`config.mk`:
```
export PLATFORM = sky130hd
export DESIGN_NAME = alu_mult_ctrl
export DESIGN_NICKNAME = d
export VERILOG_FILES = /design/src/rtl/alu_mult_ctrl.sv
export SDC_FILE = /design/constraint.sdc
export NUM_CORES = 1
export LEC_CHECK = 0
export ABC_AREA = 1
export CORE_MARGIN = 2
export CORE_UTILIZATION = 25
export DETAILED_ROUTE_END_ITERATION = 10
export GPL_TIMING_DRIVEN = 1
export MAX_ROUTING_LAYER = met4
export PLACE_DENSITY = 0.58
export SLEW_MARGIN = 20
export SYNTH_ARGS = -nofsm -noshare
export SYNTH_HDL_FRONTEND = slang
export SYNTH_SLANG_ARGS = --single-unit
```
`constraint.sdc`:
```
create_clock -name clk -period 9.75 [get_ports clk]
set_input_delay 1.95 -clock clk [delete_from_list [all_inputs] [get_ports clk]]
set_output_delay 1.95 -clock clk [all_outputs]
set_load 0.01 [all_outputs]
```
`src/rtl/alu_mult_ctrl.sv`:
```
// rtl/alu_mult_ctrl.sv - shift-add 32x32->64 multiply sequencer driving an external ALU, one bit per cycle.
// Optional signed operation (isSigned port, sign fix-up) is built when SIGNED_MULT_EN is defined.
module alu_mult_ctrl #(
    parameter int BUS_SIZE = 32
) (
    input  logic                clk,
    input  logic                reset,
    input  logic                start,
    input  logic [BUS_SIZE-1:0] opA,
    input  logic [BUS_SIZE-1:0] opB,
`ifdef SIGNED_MULT_EN
    input  logic                isSigned,
`endif
    output logic                busy,
    output logic                done,
    output logic [BUS_SIZE-1:0] resHi,
    output logic [BUS_SIZE-1:0] resLo,
    output logic [BUS_SIZE-1:0] aluA,
    output logic [BUS_SIZE-1:0] aluB,
    output logic [3:0]          aluSel,
    output logic                aluCarryIn,
    input  logic [BUS_SIZE-1:0] aluR,
    input  logic                aluFlagC
);

    localparam int CW = $clog2(BUS_SIZE);
    localparam logic [CW-1:0] LAST_COUNT = CW'(BUS_SIZE - 1);
    localparam logic [3:0] SEL_ADD  = 4'b0000;
    localparam logic [3:0] SEL_ZERO = 4'b0101;

    typedef enum logic [1:0] {
        IDLE,
        RUN,
        DONE
    } stateType;

    stateType              state;
    logic [BUS_SIZE-1:0]   mcand;
    logic [BUS_SIZE-1:0]   hi;
    logic [BUS_SIZE-1:0]   lo;
    logic [CW-1:0]         count;
    logic [BUS_SIZE-1:0]   nextHi;
    logic [BUS_SIZE-1:0]   nextLo;
    logic [BUS_SIZE-1:0]   loadA;
    logic [BUS_SIZE-1:0]   loadB;
    logic [2*BUS_SIZE-1:0] product;
`ifdef SIGNED_MULT_EN
    logic                  sign;
`endif

    // One shift-add step: the carry-out becomes the new MSB of hi, the add's LSB shifts into lo.
    always_comb begin
        nextHi = {aluFlagC, aluR[BUS_SIZE-1:1]};
        nextLo = {aluR[0], lo[BUS_SIZE-1:1]};
    end

    // Operands are loaded as magnitudes; the sign is restored on the final product.
    always_comb begin
        loadA   = opA;
        loadB   = opB;
        product = {nextHi, nextLo};
`ifdef SIGNED_MULT_EN
        if (isSigned && opA[BUS_SIZE-1]) loadA = -opA;
        if (isSigned && opB[BUS_SIZE-1]) loadB = -opB;
        if (sign) product = -{nextHi, nextLo};
`endif
    end

    always_comb begin
        aluSel     = SEL_ZERO;
        aluA       = '0;
        aluB       = '0;
        aluCarryIn = 1'b0;
        if (state == RUN) begin
            aluSel = SEL_ADD;
            aluA   = hi;
            aluB   = lo[0] ? mcand : '0;
        end
    end

    always_ff @(posedge clk or posedge reset) begin
        if (reset) begin
            state <= IDLE;
            mcand <= '0;
            hi    <= '0;
            lo    <= '0;
            count <= '0;
            busy  <= 1'b0;
            done  <= 1'b0;
            resHi <= '0;
            resLo <= '0;
`ifdef SIGNED_MULT_EN
            sign  <= 1'b0;
`endif
        end else begin
            case (state)
                IDLE: begin
                    done <= 1'b0;
                    if (start) begin
                        mcand <= loadA;
                        lo    <= loadB;
                        hi    <= '0;
                        count <= '0;
                        busy  <= 1'b1;
                        state <= RUN;
`ifdef SIGNED_MULT_EN
                        sign  <= isSigned & (opA[BUS_SIZE-1] ^ opB[BUS_SIZE-1]);
`endif
                    end
                end
                RUN: begin
                    hi    <= nextHi;
                    lo    <= nextLo;
                    count <= count + 1'b1;
                    // Results come from the step being completed on this edge, so they are valid with done.
                    if (count == LAST_COUNT) begin
                        state <= DONE;
                        done  <= 1'b1;
                        resHi <= product[2*BUS_SIZE-1:BUS_SIZE];
                        resLo <= product[BUS_SIZE-1:0];
                    end
                end
                DONE: begin
                    done  <= 1'b0;
                    busy  <= 1'b0;
                    state <= IDLE;
                end
                default: begin
                    state <= IDLE;
                    busy  <= 1'b0;
                    done  <= 1'b0;
                end
            endcase
        end
    end

endmodule

```
### After elaboration in Yosys (flattened, before gate mapping)

Cells that the tools add are included.

| word-level totals | value |
|---|---|
| flip-flop bits (word level) | 169 |
| input bits | 100 |
| output and inout port bits | 135 |
| logic and storage cells | 39 |

| cells by class | value |
|---|---|
| add/subtract/negate cells | 1 |
| eq/ne operators | 4 |
| muxes and demuxes | 17 |
| bitwise logic cells | 1 |
| reduce and logical (&&, ||, !) cells | 7 |

Operators by type and width:

| cell | number |
|---|---|
| $mux 32 | 5 |
| $pmux 32 s2 | 2 |
| $pmux 5 s2 | 1 |
| $reduce_and 2->1 | 5 |
| $add 5x1->5 const B | 1 |
| $eq 5x5->1 const B | 1 |
| $mux 5 | 1 |
| $mux 2 | 2 |
| $pmux 2 s2 | 1 |
| $mux 1 | 3 |
| $mux 3 | 1 |
| $eq 2x1->1 const B | 1 |
| $logic_not 2->1 | 1 |
| $ne 2x1->1 const B | 1 |
| $ne 2x2->1 const B | 1 |
| $pmux 1 s2 | 1 |
| $reduce_bool 2->1 | 1 |
| $not 1->1 | 1 |

### Longest topological paths before layout

| logic depth | value |
|---|---|
| word-level depth | 3 |
| gate-level depth with buffers | 9 |
| gate-level depth less buffers | 8 |

### Worst setup path after synthesis

No wires, ideal clock.

| path | value |
|---|---|
| kind | register to output |
| start | register state[0] |
| end | output port aluA[10] |
| data arrival time | 1.080 ns |
| data required time | 7.800 ns |
| setup slack | 6.720 ns |
| stages on the path, launching flop included | 5 |
| buffers on the path | 2 |
| cell sequence | dfrtp_1 -> nand2_1 -> buf_2 -> clkbuf_1 -> nor2_1 |

| on the way | value |
|---|---|
| word-level cells in the longest chain between the ends | 2 |

RTL lines:

| what | line | text |
|---|---|---|
| from (decl) | 37 | `stateType state;` |
| from (signal assigned) | 83 | `state <= IDLE;` |
| from (signal assigned) | 105 | `state <= RUN;` |
| from (signal assigned) | 117 | `state <= DONE;` |
| $eq 2x1->1 | 74 | `if (state == RUN) begin` |
| $mux 32 | 74 |  |
| to (decl) | 18 | `output logic [BUS_SIZE-1:0] aluA,` |

No other way between the ends.

### Final worst setup path

| path | value |
|---|---|
| start | register state[1] |
| end | output port aluB[18] |

| on the way | value |
|---|---|
| word-level cells in the longest chain between the ends | 2 |

RTL lines:

| what | line | text |
|---|---|---|
| $eq 2x1->1 | 74 |  |
| $mux 32 | 74 |  |
| to (decl) | 19 | `output logic [BUS_SIZE-1:0] aluB,` |

No other way between the ends.

==> flow_summary.toml <==
[clocking]
cts_root_buffer = "clkbuf_16"
holdBufCountCts = 0
cts_buffer_depth = 2
cts.clk_slew.worst_paths_ns = 0.06
clock-sinks = 169
numCtsBuffers = 17
worstSkewPairLatency_ns = 0.43
cts_setup_buffers = 0
ctsHtreeMaxLevel = 4
cts-resized-gates = 0
cts_tree = "built"

[floorplanning]
coreArea_mm2 = 0.0277
die_w_um = 172
initial_utilization_pct = 25.4
io_pins = 235
die_h_um = 172
fp-row-count = 61
die_area_mm2 = 0.0295

[grt]
first_global_vias = 5848
track_usage_pct = 13.8
antenna_found_initial = 0
gr-total-overflow = 0
grt_max_degree = 102
grt_pass1_wl_um = 31200

[min_path]
hold_path_end = "resLo[24]"
hold_path.class = "flop to flop"
holdPathStages = 2
min_from = "resLo[24]"

[drt]
wl_um = 19600
drt_iter0_markers = 332
num_vias = 5880
drc = 0
firstDrtPassIters = 4
routedWlPerCell_um = 13.9
vias_per_cell = 4.16
final_antenna_net_count = 0

[setup_path]
worst_ep_required_time_ns = 7.80
end_kind = "primary output"
cp.arrival_ns = 3.36
start_kind = "flop"
crit_type = "flop to primary output"
reg2reg_from = "state[1]"
rr_worst_depth = 7
crit_fanout = 51
reg2reg_to = "resLo[1]"
r2r_slack_ns = 6.69

[sta]
finClkSkew_ns = 0.0203
hold_viol = 0
period_share_pct = 54.5
setup_viol = 0
fin_crit_ns = 5.31
worst_slew_pin_slew_ns = 0.960
slew_headroom_pct = 35.9
rsz0062_at_grt = "false"
finalMaxSlewViolations = 0
setup_slack_ns = 4.44
max_freq_mhz = 188
tns_ns = 0

[yosys]
synth-compound-area-share_pct = 6.80
synth_seq_cells = 169
yosysWarningCount = 0
yosys.area.top_type = "dfrtp_1"
muxShareOfSynthArea_pct = 0
yosysUniqueCellTypes = 20
synth-simple-area-share_pct = 23.8
netlist_instances = 818
synth_top_family_by_area = "simple AND/OR/NAND/NOR gates"
yosysTopAreaCellShare_pct = 60.2
synth_seq_area_share_pct = 60.2
synth_xor_area_share_pct = 0
synth_area_leaders = "dfrtp_1 (60%), nand2_1 (15%), nand3_1 (5.0%)"
synthAdderAreaFrac_pct = 0.356
syn-cell-area_mm2 = 0.00702
syn_avg_cell_area_um2 = 8.59

[cells_and_area]
nets = 1126
layout.cells.non_filler = 1415
layout_common_cells = "nand2_1 (275), clkdlybuf4s50_1 (231), dfrtp_1 (169), inv_1 (85), nand3_1 (70)"
seqCellArea_mm2 = 0.00423
n_antenna_cell = 0
drive_gt1_share_pct = 4.92
final_common_cell = "nand2_1"
fillers = 2886
multiInputGateArea_mm2 = 0.00220
synthToLayoutAreaGrowth_pct = 44.9

[power_and_ir_drop]
peakVddDrop_mv = 0.102
leakagePower_uw = 0.00472
power_density_mw_per_mm2 = 293

[job]
maxCapViolations = 0

[placed_design]
gp_congestion = 0.740
portBuffers = 231
post-place-ws_ns = 4.41
dp_hpwl_um = 12700
dp.cells = 1383

[run_status]
status = "complete, no violations"
-- final cells by class --
class                           instances  area share (%)
Sequential cell                       169            41.5
Timing Repair Buffer                  237            23.2
Multi-Input combinational cell        510            21.6
Tap cell                              378            4.65
Clock buffer                           21            4.62
Inverter                               89            3.33
Clock inverter                         11            1.08
-- worst max-delay path by stage --
stage                     startpoint        to  cells after the start
after floorplan                reset      busy                      1
after global placement      state[1]   aluB[4]                      6
after detailed placement    state[1]  aluB[18]                      6
after CTS                   state[1]  aluB[18]                      6
after global routing        state[1]  aluB[11]                      6
final                       state[1]  aluB[18]                      6
-- synthesized netlist by cell type, drive strengths merged --
library cell,count
nand2,278
dfrtp,169
inv,89
nand3,70
nor2,70
o21ai,65
buf,35
o22ai,20
clkbuf,17
ha,2
a21oi,1
conb,1
nand4,1
-- power breakdown --
part / total (µW) / internal [µW] / switching, µW
Combinational: 1170 / 580 / 590
Clock: 672 / 377 / 295
Sequential: 1140 / 990 / 148
-- sequential cells by signal, indices dropped and copies added (netlist names) --
signal and flops:
done 1, mcand 32, busy 1, state 2
count 5, hi 32, resHi 32, resLo 32
lo 32
-- stage by stage --
stage / cell area, µm² / util (%) / total power [µW] / hold slack (ns)
after floorplan: 7030 / - / 1720 / 0.442
after global placement: 9600 / 34.6 / 2320 / 0.458
after detailed placement: 9600 / 34.6 / 2340 / 0.464
after CTS: 10200 / 36.7 / 3030 / 0.484
after global routing: 10200 / 36.7 / 3210 / 0.490
final: 10200 / 36.7 / 2980 / 0.478
-- logic make-up after synthesis --
family | Yosys count
AO/OA/AOI/OAI | 86
adder cells (fa/ha/maj) | 2
buffers and inverters | 141
flip-flops | 169
other | 1
AND/OR/NAND/NOR | 419
-- per-layer routing --
metal / wire length [µm] / up-vias / track usage (%)
li1: - / 2931 / -
met1: 9260 / 2780 / 18.0
met2: 8930 / 154 / 21.1
met3: 1210 / 15 / 3.89
met4: 208 / 0 / 3.72
met5: 0 / - / -
-- critical path, cell delays in order, from the launching register on --
cell	delay, ns
dfrtp_1	0.37
inv_2	0.09
nand2_4	0.23
inv_2	0.79
nand2_2	0.62
nor2_1	0.27
clkdlybuf4s50_1	0.57
(Power assumes the default switching activity.)
